### src/rtl/seq_div64by32_pkg.sv
// rtl/seq_div64by32_pkg.sv - shared width default and FSM encoding for the sequential divider
package seq_div64by32_pkg;

   localparam int DEF_WIDTH = 32;

   typedef enum logic [1:0] {
      IDLE = 2'd0,
      CALC = 2'd1,
      FIX  = 2'd2
   } state_t;

endpackage

### src/rtl/seq_div64by32_iter_step.sv
// rtl/seq_div64by32_iter_step.sv - one combinational restoring-division step
module div_iter_step #(
   parameter int WIDTH = 32
) (
   input  logic [WIDTH-1:0] rem_in,
   input  logic             next_bit,
   input  logic [WIDTH-1:0] divisor,
   output logic [WIDTH-1:0] rem_out,
   output logic             q_bit
);

   logic [WIDTH:0] trial;
   logic [WIDTH:0] diff;

   // rem_in is always below divisor, so whichever value is kept fits back into WIDTH bits
   always_comb begin
      trial = {rem_in, next_bit};
      diff  = trial - {1'b0, divisor};
      if (trial >= {1'b0, divisor}) begin
         rem_out = diff[WIDTH-1:0];
         q_bit   = 1'b1;
      end else begin
         rem_out = trial[WIDTH-1:0];
         q_bit   = 1'b0;
      end
   end

endmodule

### src/rtl/seq_div64by32.sv
// rtl/seq_div64by32.sv - signed 2W/W restoring divider, one quotient bit per clock
module seq_div64by32
   import seq_div64by32_pkg::*;
#(
   parameter int WIDTH = DEF_WIDTH
) (
   input  logic                 CLK,
   input  logic                 reset,
   input  logic                 start,
   input  logic [2*WIDTH-1:0]   in_a,
   input  logic [WIDTH-1:0]     in_b,
   output logic [2*WIDTH-1:0]   out,
   output logic                 out_valid,
   output logic                 busy,
   output logic                 dbz,
   output logic                 ovf
);

   localparam int CW = $clog2(WIDTH);
   localparam logic [WIDTH-1:0] NEG_LIMIT = {1'b1, {(WIDTH-1){1'b0}}};

   state_t           state;
   logic             sign_a;
   logic             sign_b;
   logic [WIDTH-1:0] mag_b;
   logic [WIDTH-1:0] rem;
   logic [WIDTH-1:0] dvd;   // low dividend bits shift out, quotient bits shift in
   logic [CW-1:0]    cnt;

   logic [2*WIDTH-1:0] abs_a;
   logic [WIDTH-1:0]   abs_b;
   logic [WIDTH-1:0]   rem_next;
   logic               q_bit;
   logic               q_neg;
   logic               q_range_err;
   logic [WIDTH-1:0]   q_signed;
   logic [WIDTH-1:0]   r_signed;

   always_comb begin
      abs_a       = in_a[2*WIDTH-1] ? -in_a : in_a;
      abs_b       = in_b[WIDTH-1]   ? -in_b : in_b;
      q_neg       = sign_a ^ sign_b;
      q_range_err = q_neg ? (dvd > NEG_LIMIT) : dvd[WIDTH-1];
      q_signed    = q_neg  ? -dvd : dvd;
      r_signed    = sign_a ? -rem : rem;
   end

   div_iter_step #(.WIDTH(WIDTH)) u_step (
      .rem_in   (rem),
      .next_bit (dvd[WIDTH-1]),
      .divisor  (mag_b),
      .rem_out  (rem_next),
      .q_bit    (q_bit)
   );

   always_ff @(posedge CLK) begin
      if (reset) begin
         state     <= IDLE;
         sign_a    <= 1'b0;
         sign_b    <= 1'b0;
         mag_b     <= '0;
         rem       <= '0;
         dvd       <= '0;
         cnt       <= '0;
         out       <= '0;
         out_valid <= 1'b0;
         busy      <= 1'b0;
         dbz       <= 1'b0;
         ovf       <= 1'b0;
      end else begin
         case (state)
            IDLE: begin
               out_valid <= 1'b0;
               if (start) begin
                  sign_a <= in_a[2*WIDTH-1];
                  sign_b <= in_b[WIDTH-1];
                  mag_b  <= abs_b;
                  rem    <= abs_a[2*WIDTH-1:WIDTH];
                  dvd    <= abs_a[WIDTH-1:0];
                  cnt    <= '0;
                  busy   <= 1'b1;
                  dbz    <= 1'b0;
                  ovf    <= 1'b0;
                  // a high half not below the divisor cannot give a WIDTH-bit quotient
                  if (in_b == '0) begin
                     dbz   <= 1'b1;
                     state <= FIX;
                  end else if (abs_a[2*WIDTH-1:WIDTH] >= abs_b) begin
                     ovf   <= 1'b1;
                     state <= FIX;
                  end else begin
                     state <= CALC;
                  end
               end
            end
            CALC: begin
               rem <= rem_next;
               dvd <= {dvd[WIDTH-2:0], q_bit};
               cnt <= cnt + CW'(1);
               if (cnt == CW'(WIDTH-1)) state <= FIX;
            end
            FIX: begin
               out_valid <= 1'b1;
               busy      <= 1'b0;
               state     <= IDLE;
               if (dbz || ovf) begin
                  out <= '0;
               end else if (q_range_err) begin
                  ovf <= 1'b1;
                  out <= '0;
               end else begin
                  out <= {r_signed, q_signed};
               end
            end
            default: state <= IDLE;
         endcase
      end
   end

endmodule

### config.mk
export PLATFORM = sky130hd
export DESIGN_NAME = seq_div64by32
export DESIGN_NICKNAME = d
export VERILOG_FILES = /design/src/rtl/seq_div64by32_pkg.sv /design/src/rtl/seq_div64by32_iter_step.sv /design/src/rtl/seq_div64by32.sv
export SDC_FILE = /design/constraint.sdc
export NUM_CORES = 1
export LEC_CHECK = 0
export ABC_AREA = 1
export CAP_MARGIN = 20
export CORE_MARGIN = 1.5
export CORE_UTILIZATION = 30
export CTS_CLUSTER_DIAMETER = 80
export DETAILED_ROUTE_END_ITERATION = 10
export GPL_TIMING_DRIVEN = 0
export HOLD_SLACK_MARGIN = 0.12
export PLACE_DENSITY = 0.55
export SLEW_MARGIN = 20
export SYNTH_ARGS = -nofsm -noshare
export SYNTH_HDL_FRONTEND = slang
export SYNTH_SLANG_ARGS = --single-unit
### constraint.sdc
create_clock -name CLK -period 7.2 [get_ports CLK]
set_input_delay 0.72 -clock CLK [delete_from_list [all_inputs] [get_ports CLK]]
set_output_delay 0.72 -clock CLK [all_outputs]
set_load 0.03 [all_outputs]
==> summary.md <==
| Metric | Value |
|---|---|
| Synth Instances | between 2000 and 3000 |
| Startpoint types | input pin |
| Worst slew margin relative to its limit | 0.441 |
| F_max | between 200 and 250 MHz |
| Worst Clk Skew | 0.0109 ns |
| Period utilization | 0.571 |
| ANT nets after route | 0 |
| CTS buffer count | 17 |
| Worst slew pin tran | about 0.84 ns |
| Drt pass-1 iters | 6 |
| DRT met1 WL | 30.2 mm |
| Most frequent cell after synthesis | nand2_1 |
| ANT cells | 0 |
| Synthesized flop and latch total | roughly 170 |
| Longest Clk Path Bufs | 2 |
| Final count of pins violating max slew | 0 |
| Largest net degree at the start of global routing | 17 |
| Hold buffer count at cts | 0 |
| RSZ-0062 raised after global routing | false |
| Core area | roughly 0.052 mm2 |
| Yosys cell types | 49 |
| Synth top cells by count | nand2_1 (890), inv_1 (391), nor2_1 (296), nand3_1 (253), a21oi_1 (194) |
| DRC viols | 0 |
| Setup TNS Final | 0 ns |
| Max-cap violations | 0 |
| Crit end category | flop |
| DR vias | 18000 |
| Die W | 233 um |
| Met3 routed WL | 4.62 mm |
| Leak Pwr | 8.71 nW |
| Worst Setup Path Type | in -> reg |
| Die ar. | between 0.05 and 0.06 mm2 |
| GRT Overall Usage | 0.241 |
| Root buf cell | clkbuf_16 |
| Final GP Congestion | 0.939 |
| Clock Sinks | 173 |
| Clk Latency, worst-skew pair | between 0.4 and 0.5 ns |
| Global route overflow | 0 |
| Yosys top cell by area | dfxtp_1 |
| I/O pins | 167 |
| Htree depth | 4 |
| Initial antenna violation count | 2 |
| Cell area after synthesis | 0.0159 mm2 |
| Status | finished, final reports clean |
| Uppermost routed layer | met5 |
| Final Hold Viols | 0 |
| Worst min path class | reg -> reg |
| Nets | 3129 |
| Vias in the first global route | 16300 |
| Number of cell rows | 84 |
| Clock-pin slew on the worst setup and hold paths | about 0.07 ns |
| P&R area growth vs syn | 20.1% |
| Flop-to-flop setup slack | about 4.6 ns |
| PwrDens | 256 mW/mm2 |
| Critical path arrival | around 4.5 ns |
| Die Y | ~230 um |
| CTS tree | done |
| Fillers | about 6000 |
| Endpoints failing setup | 0 |
| Post-cts resize count | 0 |
| Routed vias/inst | around 4.9 |
| CP max FO | 10 |
| Initial Util | 0.303 |
| Global-route wire length before repair | just under 100 mm |
| # Post-CTS Setup Buffers | 0 |
| Mapped Nets | 2945 |
| Met2 WL | 29.2 mm |
| Post-DR wirelength/cell | 18.1 um |
| Share of Yosys cell area claimed by the top area cell type | 0.218 |
| WL final | between 60 and 70 mm |
| Total Power | roughly 0.0049 W |
| DP Wirelength | 56.0 mm |
| Fraction of layout cells with a size suffix above 1 | 0.0448 |
| DRT iter0 DRCs | 1694 |
| # port buffers | 165 |
| Most common flop cell mapped by yosys | dfxtp_1 |
| Worst EP required | roughly 7.5 ns |
| Post-Syn Area per Cell | approximately 5.7 um2 |
| Post-layout min period | 4.11 ns |
| Share of the yosys chip area belonging to registers | 0.218 |
| Fraction of registers with async set or reset after synthesis | 0 |
| Peak VDD IR | 0.158 mV |
| Synth warn | 0 |
| Number of flops mapped to enable cells by yosys | 0 |
| Top cells by area, synth | dfxtp_1 (22%), nand2_1 (21%), inv_1 (9.2%) |
-- per-stage QoR --
step | setup WS [ns] | utilization | hold WS (ns) | cells | cell area (um2)
final | 3.09 | 0.364 | 0.464 | 3660 | 19100
after global placement | 2.71 | 0.351 | 0.451 | 3628 | 18400
after detailed placement | 2.74 | 0.351 | 0.456 | 3628 | 18400
after floorplan | 4.09 | - | 0.444 | 2775 | 15900
after global routing | 2.87 | 0.364 | 0.485 | 3660 | 19100
after CTS | 3.21 | 0.364 | 0.466 | 3660 | 19100
-- routing by layer --
metal  vias up  global-route usage
li1       9159                   -
met3       104              0.0385
met5         -                   0
met4         2              0.0929
met1      8048               0.329
met2       667               0.379
-- placed cells by master (no fill, tap or decap), drive strengths merged, types with 70 or more instances in the layout --
cell type      count
nand2            900
inv              399
nor2             320
nand3            261
a21oi            195
dfxtp            173
clkdlybuf4s50    165
o21ai             89
clkbuf            72
ha                70
-- where the power goes --
part | internal [W] | leakage, nW | switching (W)
clock | 0.000649 | 0.330 | 0.000433
combinational | 0.000860 | 6.96 | 0.00172
sequential | 0.00107 | 1.42 | 0.000156
-- cell families after synthesis --
group	share of synthesized area
AND/OR/NAND/NOR	0.426
XOR/XNOR	0.0496
flip-flops	0.218
buffers and inverters	0.125
adder cells (fa/ha/maj)	0.0564
AO/OA/AOI/OAI	0.126
-- path summary, 6_finish.rpt --
check                        from                     to  cells after the start
min reg2reg  out[40]$_SDFFE_PP0P_   out[40]$_SDFFE_PP0P_                      2
max reg2reg  dvd[31]$_SDFFE_PP0P_   rem[30]$_SDFFE_PP0P_                     15
min          out[40]$_SDFFE_PP0P_   out[40]$_SDFFE_PP0P_                      2
max                      in_a[63]  state[0]$_SDFFE_PP0P_                     15
-- final cells by class --
type                       instances  area (um2)  share of cell area
buffer                            91         475              0.0249
clock buffer                      20         467              0.0245
clock inverter                    12         208              0.0109
inverter                         399        1500              0.0788
multi-input combinational       2112       10400               0.548
sequential                       173        3460               0.182
tap                              688         861              0.0451
timing repair buffer             165        1650              0.0866
-- state kept, by name (all words and copies together) (netlist names) --
register   flops
busy           1
cnt            5
dbz            1
dvd           32
mag_b         32
out           64
out_valid      1
ovf            1
rem           32
sign_a         1
sign_b         1
state          2
-- worst max-delay path, stage by stage --
cell and delay, ns:
clkdlybuf4s50_1 0.62, buf_2 0.34, buf_1 0.52, clkbuf_1 0.40
a21boi_0 0.28, ha_1 0.36, nand2_1 0.07, nor2_1 0.11
nand2_1 0.08, nor4_1 0.35, nand3_1 0.16, nand4_1 0.22
nor2_1 0.07, nor2_1 0.10, nor2_1 0.04
Note: power is estimated with default switching activity, not from simulation.
